## src/rtl/camera_frame_tracker_if.sv

```systemverilog
// Pixel-stream bundle between the camera pairing stage, the frame tracker and the frame-buffer writer.
// The master drives raw pixels and syncs. The slave returns tagged pixels and frame status.
interface camera_frame_tracker_if #(
  parameter int H_ACTIVE = 1280,
  parameter int V_ACTIVE = 720
);
  localparam int HW = $clog2(H_ACTIVE);
  localparam int VW = $clog2(V_ACTIVE);
  localparam int AW = $clog2(H_ACTIVE * V_ACTIVE);

  logic          valid_in;
  logic [15:0]   data_in;
  logic          hs_in;
  logic          vs_in;

  logic          valid_out;
  logic [15:0]   pixel_out;
  logic [HW-1:0] hcount_out;
  logic [VW-1:0] vcount_out;
  logic [AW-1:0] addr_out;
  logic          frame_start_out;
  logic          frame_done_out;
  logic          frame_ok_out;
  logic          line_err_out;

  modport master (
    output valid_in, data_in, hs_in, vs_in,
    input  valid_out, pixel_out, hcount_out, vcount_out, addr_out,
           frame_start_out, frame_done_out, frame_ok_out, line_err_out
  );

  modport slave (
    input  valid_in, data_in, hs_in, vs_in,
    output valid_out, pixel_out, hcount_out, vcount_out, addr_out,
           frame_start_out, frame_done_out, frame_ok_out, line_err_out
  );
endinterface

```

## src/rtl/camera_frame_tracker.sv

```systemverilog
// Tags camera pixels with (h, v) position and a linear frame-buffer address.
// Also reports frame boundaries and checks line and frame geometry.
module camera_frame_tracker #(
  parameter int H_ACTIVE = 1280,
  parameter int V_ACTIVE = 720
) (
  input logic                   clk_pixel_in,
  input logic                   rst_n_in,
  camera_frame_tracker_if.slave bus
);
  localparam int HW  = $clog2(H_ACTIVE);
  localparam int VW  = $clog2(V_ACTIVE);
  localparam int AW  = $clog2(H_ACTIVE * V_ACTIVE);
  // Internal counters need one more value than the output ports so they can reach H_ACTIVE / V_ACTIVE.
  localparam int HCW = $clog2(H_ACTIVE + 1);
  localparam int VCW = $clog2(V_ACTIVE + 1);

  localparam logic [HCW-1:0] H_LIM  = HCW'(H_ACTIVE);
  localparam logic [VCW-1:0] V_LIM  = VCW'(V_ACTIVE);
  localparam logic [AW-1:0]  H_STEP = AW'(H_ACTIVE);

  typedef enum logic [1:0] {SYNC, IDLE, FRAME} state_t;

  state_t         state, state_next;
  logic           hs_prev, vs_prev;
  logic [HCW-1:0] hcount;
  logic [VCW-1:0] vcount;
  logic [AW-1:0]  row_base;

  logic           hs_fall, vs_rise, vs_fall;
  logic           pix_ok, pix_err, line_close;
  logic [HCW-1:0] h_pix, h_after;
  logic [VCW-1:0] v_after;
  logic [AW-1:0]  rb_after;
  logic           err_after, geom_ok;
  logic           start_pulse, done_pulse;

  assign hs_fall = hs_prev & ~bus.hs_in;
  assign vs_rise = ~vs_prev & bus.vs_in;
  assign vs_fall = vs_prev & ~bus.vs_in;

  // Resolve one cycle's events in order: the pixel first, then the line close, then the frame close.
  always_comb begin
    // NOTE: every signal gets a default before any branch, so no path can infer a latch.
    pix_ok     = 1'b0;
    pix_err    = 1'b0;
    h_pix      = hcount;
    line_close = 1'b0;
    h_after    = hcount;
    v_after    = vcount;
    rb_after   = row_base;
    err_after  = bus.line_err_out;
    geom_ok    = 1'b0;

    pix_ok  = bus.valid_in && (hcount < H_LIM) && (vcount < V_LIM);
    pix_err = bus.valid_in && !pix_ok;
    if (pix_ok) h_pix = hcount + HCW'(1);
    if (pix_err) err_after = 1'b1;

    line_close = hs_fall && (h_pix != '0);
    h_after    = h_pix;
    if (line_close) begin
      h_after = '0;
      if (h_pix != H_LIM) err_after = 1'b1;
      // Row base advances by addition; vcount holds at V_ACTIVE so excess rows cannot wrap it.
      if (vcount != V_LIM) begin
        v_after  = vcount + VCW'(1);
        rb_after = row_base + H_STEP;
      end
    end

    // A line still open at the frame close counts as an error.
    geom_ok = !err_after && (h_after == '0) && (v_after == V_LIM);
  end

  always_comb begin
    state_next  = state;
    start_pulse = 1'b0;
    done_pulse  = 1'b0;
    case (state)
      SYNC:    if (!bus.vs_in) state_next = IDLE;
      IDLE:    if (vs_rise) begin
                 state_next  = FRAME;
                 start_pulse = 1'b1;
               end
      FRAME:   if (vs_fall) begin
                 state_next = IDLE;
                 done_pulse = 1'b1;
               end
      default: state_next = SYNC;
    endcase
  end

  always_ff @(posedge clk_pixel_in or negedge rst_n_in) begin
    if (!rst_n_in) begin
      state   <= SYNC;
      hs_prev <= 1'b0;
      vs_prev <= 1'b0;
    end else begin
      // NOTE: sequential state uses non-blocking assignments so every register samples pre-edge values.
      state   <= state_next;
      hs_prev <= bus.hs_in;
      vs_prev <= bus.vs_in;
    end
  end

  always_ff @(posedge clk_pixel_in or negedge rst_n_in) begin
    if (!rst_n_in) begin
      hcount              <= '0;
      vcount              <= '0;
      row_base            <= '0;
      bus.valid_out       <= 1'b0;
      bus.pixel_out       <= '0;
      bus.hcount_out      <= '0;
      bus.vcount_out      <= '0;
      bus.addr_out        <= '0;
      bus.frame_start_out <= 1'b0;
      bus.frame_done_out  <= 1'b0;
      bus.frame_ok_out    <= 1'b0;
      bus.line_err_out    <= 1'b0;
    end else begin
      bus.valid_out       <= 1'b0;
      bus.frame_start_out <= start_pulse;
      bus.frame_done_out  <= done_pulse;
      bus.frame_ok_out    <= done_pulse && geom_ok;

      if (start_pulse) begin
        hcount           <= '0;
        vcount           <= '0;
        row_base         <= '0;
        bus.line_err_out <= 1'b0;
      end else if (state == FRAME) begin
        bus.valid_out <= pix_ok;
        if (pix_ok) begin
          bus.pixel_out  <= bus.data_in;
          bus.hcount_out <= HW'(hcount);
          bus.vcount_out <= VW'(vcount);
          bus.addr_out   <= row_base + AW'(hcount);
        end
        hcount           <= h_after;
        vcount           <= v_after;
        row_base         <= rb_after;
        bus.line_err_out <= err_after;
      end
    end
  end
endmodule
```

## src/flat_wrapper.sv

```systemverilog
// flat-port wrapper written by rule: the top's interface ports become plain ports
module camera_frame_tracker_flat 
#(
  parameter int H_ACTIVE = 1280,
  parameter int V_ACTIVE = 720
)
  (clk_pixel_in, rst_n_in, bus_valid_in, bus_data_in, bus_hs_in, bus_vs_in, bus_valid_out, bus_pixel_out, bus_hcount_out, bus_vcount_out, bus_addr_out, bus_frame_start_out, bus_frame_done_out, bus_frame_ok_out, bus_line_err_out);
  camera_frame_tracker_if #(.H_ACTIVE(H_ACTIVE), .V_ACTIVE(V_ACTIVE)) bus_i ();
  input logic clk_pixel_in;
  input logic rst_n_in;
  input wire logic [$bits(bus_i.valid_in)-1:0] bus_valid_in;
  input wire logic [$bits(bus_i.data_in)-1:0] bus_data_in;
  input wire logic [$bits(bus_i.hs_in)-1:0] bus_hs_in;
  input wire logic [$bits(bus_i.vs_in)-1:0] bus_vs_in;
  output wire logic [$bits(bus_i.valid_out)-1:0] bus_valid_out;
  output wire logic [$bits(bus_i.pixel_out)-1:0] bus_pixel_out;
  output wire logic [$bits(bus_i.hcount_out)-1:0] bus_hcount_out;
  output wire logic [$bits(bus_i.vcount_out)-1:0] bus_vcount_out;
  output wire logic [$bits(bus_i.addr_out)-1:0] bus_addr_out;
  output wire logic [$bits(bus_i.frame_start_out)-1:0] bus_frame_start_out;
  output wire logic [$bits(bus_i.frame_done_out)-1:0] bus_frame_done_out;
  output wire logic [$bits(bus_i.frame_ok_out)-1:0] bus_frame_ok_out;
  output wire logic [$bits(bus_i.line_err_out)-1:0] bus_line_err_out;
  assign bus_i.valid_in = bus_valid_in;
  assign bus_i.data_in = bus_data_in;
  assign bus_i.hs_in = bus_hs_in;
  assign bus_i.vs_in = bus_vs_in;
  assign bus_valid_out = bus_i.valid_out;
  assign bus_pixel_out = bus_i.pixel_out;
  assign bus_hcount_out = bus_i.hcount_out;
  assign bus_vcount_out = bus_i.vcount_out;
  assign bus_addr_out = bus_i.addr_out;
  assign bus_frame_start_out = bus_i.frame_start_out;
  assign bus_frame_done_out = bus_i.frame_done_out;
  assign bus_frame_ok_out = bus_i.frame_ok_out;
  assign bus_line_err_out = bus_i.line_err_out;
  camera_frame_tracker #(.H_ACTIVE(H_ACTIVE), .V_ACTIVE(V_ACTIVE)) u_core (.clk_pixel_in(clk_pixel_in), .rst_n_in(rst_n_in), .bus(bus_i));
endmodule
```

## config.mk

```make
export PLATFORM = sky130hd
export DESIGN_NAME = camera_frame_tracker_flat
export DESIGN_NICKNAME = d
export VERILOG_FILES = /design/src/rtl/camera_frame_tracker_if.sv /design/src/rtl/camera_frame_tracker.sv /design/src/flat_wrapper.sv
export SDC_FILE = /design/constraint.sdc
export NUM_CORES = 1
export LEC_CHECK = 0
export CORE_UTILIZATION = 35
export CTS_CLUSTER_DIAMETER = 30
export DETAILED_ROUTE_END_ITERATION = 7
export GPL_ROUTABILITY_DRIVEN = 0
export MAX_ROUTING_LAYER = met4
export PLACE_DENSITY = 0.63
export RECOVER_POWER = 25
export SKIP_CTS_REPAIR_TIMING = 1
export SLEW_MARGIN = 20
export SYNTH_ARGS = -nofsm -noshare
export SYNTH_HDL_FRONTEND = slang
export SYNTH_SLANG_ARGS = --single-unit
```

## constraint.sdc

```tcl
create_clock -name clk_pixel_in -period 5.65 [get_ports clk_pixel_in]
set_clock_uncertainty 0.2 [all_clocks]
set_input_delay 1.13 -clock clk_pixel_in [delete_from_list [all_inputs] [get_ports clk_pixel_in]]
set_output_delay 1.13 -clock clk_pixel_in [all_outputs]
set_load 0.01 [all_outputs]
```

==> out/qor.csv <==
stage,metric,value,unit
synthesis,yosysSeqAreaShare,50.6,%
timing,clock.fmax,231,MHz
finish,fin_util,45.4,%
synthesis,postSynthCellCount,517,
clock_network,path_clk_slew,0.07,ns
timing,fin_crit_sh,76.6,%
clock_network,cts.sinks,97,
worst_setup_path,required,5.71,ns
grt,grt-ovfl-total,0,
synthesis,synth_top_area_cell,dfrtp_1,
drt,viasPerCell,5.10,
power,power_density,298,nW/um^2
synthesis,synth_top_area_share,50.6,%
floorplan,dieArea,14200,um^2
floorplan,core_region_area,13300,um^2
floorplan,initial_core_util,36.1,%
timing,rsz0062_at_grt,no,
floorplan,dieWidth,119,um
worst_setup_path,reg2reg_from,u_core.vcount[5]$_DFFE_PN0N_,
clock_network,cts_root_buffer,clkbuf_16,
drt,routed_wirelength,11100,um
timing,min_period,4.33,ns
synthesis,async_flop_share,100,%
flow_run,max_cap_violations,1,
power,p_sw,0.467,mW
worst_setup_path,r2r_cells,8,
timing,fin_hold_ws,0.276,ns
worst_setup_path,endpoint,u_core.bus.frame_ok_out$_DFF_PN0_,
power,p_int,1.33,mW
synthesis,synth_edf_count,0,
grt,grtUsageTotal,17.0,%
drt,drtIter0Drc,285,
synthesis,ys_top_cells_by_area,"dfrtp_1, nand2_1, o21ai_0",
worst_setup_path,slowest_delay,0.62,ns
timing,tns,0,ns
worst_setup_path,cp.arrival,4.39,ns
worst_setup_path,path_class,input pin to flop,
grt,use_met1,22.2,%
grt,grt_pass1_wl,18800,um
clock_network,cts_buffers,9,
drt,vias,3904,
grt,use_met3,2.83,%
worst_setup_path,crit_start,bus_valid_in,
worst_setup_path,crit_chain,clkdlybuf4s50_1 -> a21boi_2 -> nand3_2 -> or4_1 -> a211oi_2 -> a31oi_2 -> a311oi_1 -> a31oi_1 -> nor4_2,
power,power_leakage,2.73,nW
clock_network,cts-htree-levels,3,
floorplan,die_h,119,um
power,power_frac_comb,17.8,%
drt,drtPass1Iterations,5,
synthesis,synth_ff_type,dfrtp_1,
synthesis,ys_types,62,
status,status,"complete, but fails checks",
grt,grtUsageMet2,26.5,%
worst_setup_path,cp_max_fo,17,
finish,diodes,0,
floorplan,rows,42,
grt,grt.busiest_layer,met2,
power,p_seq_share,45.0,%
finish,nNetsFinal,613,
synthesis,synth_seq_cells,97,
place,portBuffers,82,
min_path,min_path_type,flop to flop,
finish,drive_above_1_share,6.61,%
grt,antenna_found_initial,0,
timing,relSlewSlack,-101,%
grt,grt_pass1_vias,3775,
power,pwr-share-clk,37.2,%
place,place_inst,750,
synthesis,yosysMostFrequentCell,nand2_1,
drt,drc,0,
worst_setup_path,cp_slowest_cell,or4_1,
drt,ant_nets,0,
synthesis,avgSynthCellArea,9.28,um^2
finish,fillers,1279,
synthesis,syn_area,4800,um^2
finish,stdcell_count,766,
clock_network,cts_tree,yes,
timing,setup_viol,0,
worst_setup_path,end_kind,flop,
finish,areaGrowthSynthToFinish,25.9,%
timing,tightestPinTransition,3.02,ns
drt,wl_per_cell,14.5,um
status,violations,"capacitance limit, slew limit",
clock_network,clock_path_buffers,2,
place,placed_cell_area,5720,um^2
synthesis,synth_common_cells,"nand2_1, dfrtp_1, o21ai_0",
worst_setup_path,cp-start-kind,input pin,
synthesis,synth_nets,545,
grt,grt_max_degree,72,
synthesis,synth_warnings,0,
timing,hold_viol_final,0,
power,swShare,25.9,%
clock_network,clkLatencyLatePin,0.35,ns
timing,report.final.slew_viol_count,58,
power,ir_drop,134,uV
place,hpwlAfterDp,7820,um
finish,finish.instance_area,6040,um^2
floorplan,num_io_pins,83,
worst_setup_path,reg2reg_to,u_core.bus.frame_ok_out$_DFF_PN0_,
worst_setup_path,rrSetupSlack,1.97,ns
==> final cells by class <==
class / instances / area, um^2 / share of cell area (%)
Clock buffer: 10 / 239 / 3.96
Clock inverter: 6 / 90.1 / 1.49
Timing Repair Buffer: 84 / 827 / 13.7
Multi-Input combinational cell: 382 / 2200 / 36.4
Tap cell: 176 / 220 / 3.64
Sequential cell: 97 / 2430 / 40.2
Inverter: 11 / 41.3 / 0.683
==> registers in the layout, summed over array words and instances, names as in the netlist, 2 cells and up <==
register	count
u_core.hcount	11
u_core.bus.hcount_out	11
u_core.vcount	10
u_core.bus.vcount_out	10
u_core.row_base	12
u_core.bus.addr_out	18
u_core.state	2
u_core.bus.pixel_out	16
==> worst min-delay path by stage <==
stage / slack (ns) / startpoint / endpoint / cells after the start
floorplan: 0.25 / u_core.state[1]$_DFFE_PN0P_ / u_core.state[0]$_DFFE_PN0P_ / 1
global placement: 0.26 / u_core.bus.pixel_out[1]$_DFFE_PN0P_ / u_core.bus.pixel_out[1]$_DFFE_PN0P_ / 2
detailed placement: 0.26 / u_core.bus.vcount_out[3]$_DFFE_PN0P_ / u_core.bus.vcount_out[3]$_DFFE_PN0P_ / 2
CTS: 0.28 / u_core.bus.vcount_out[3]$_DFFE_PN0P_ / u_core.bus.vcount_out[3]$_DFFE_PN0P_ / 2
global route: 0.30 / u_core.bus.pixel_out[11]$_DFFE_PN0P_ / u_core.bus.pixel_out[11]$_DFFE_PN0P_ / 2
finish: 0.28 / u_core.bus.vcount_out[3]$_DFFE_PN0P_ / u_core.bus.vcount_out[3]$_DFFE_PN0P_ / 2
==> routing by layer <==
layer  routed length [um]  part of all wire [%]
met4                  174                   1.6
met3                  425                   3.8
met1                 5260                    47
met5                    0                     0
met2                 5280                    47
==> layout by cell type (no fill, tap or decap), types with 3 or more instances in the layout <==
cell type / Yosys / routed
inv_1: 9 / 9
and3_1: 6 / 6
nand2b_1: 4 / 4
xor2_1: 11 / 11
xnor2_1: 9 / 9
a21oi_1: 15 / 15
nor2b_1: 4 / 4
o21ai_0: 43 / 43
nor4_2: 3 / 3
nor3_1: 8 / 8
nand3_1: 9 / 9
o211ai_1: 3 / 3
clkbuf_16: 0 / 9
a31oi_1: 6 / 6
and4_1: 4 / 4
nor2_1: 17 / 17
clkdlybuf4s50_1: 0 / 79
mux2i_1: 6 / 6
nand2_1: 161 / 160
nand4_1: 5 / 5
o31ai_1: 5 / 5
or4_1: 3 / 3
dfrtp_1: 97 / 97
ha_1: 7 / 7
and2_1: 7 / 7
==> through the flow <==
stage | worst slack (ns) | total power [mW]
6_report | 1.32 | 1.80
5_1_grt | 0.609 | 1.88
4_1_cts | 1.35 | 1.82
3_5_place_dp | 0.979 | 1.15
3_3_place_gp | 1.11 | 1.14
2_1_floorplan | 2.19 | 0.960
==> critical path: cells and delay by family <==
kind / cells / cell delay, ns
buffers and inverters: 1 / 0.51
AOI/OAI and AO/OA: 5 / 1.54
and+or+nand+nor: 3 / 1.20
==> cells by family (layout without fill, tap and decap cells) <==
kind of cell | count (synthesis) | count (layout) | share of synthesized area (%)
compound gates | 102 | 102 | 14.6
xor+xnor | 20 | 20 | 3.65
buf+inv | 38 | 111 | 3.68
mux | 6 | 6 | 1.25
simple gates | 247 | 247 | 24.4
flops | 97 | 97 | 50.6
fa+ha+maj | 7 | 7 | 1.83
==> power groups by stage <==
| stage | Combinational, mW | Sequential (mW) | Clock, mW |
|---|---|---|---|
| global placement | 0.321 | 0.819 | 0 |
| detailed placement | 0.326 | 0.824 | 0 |
| global route | 0.350 | 0.821 | 0.714 |
| finish | 0.321 | 0.810 | 0.671 |
| CTS | 0.326 | 0.811 | 0.686 |
| floorplan | 0.112 | 0.848 | 0 |
(Power assumes the default switching activity.)
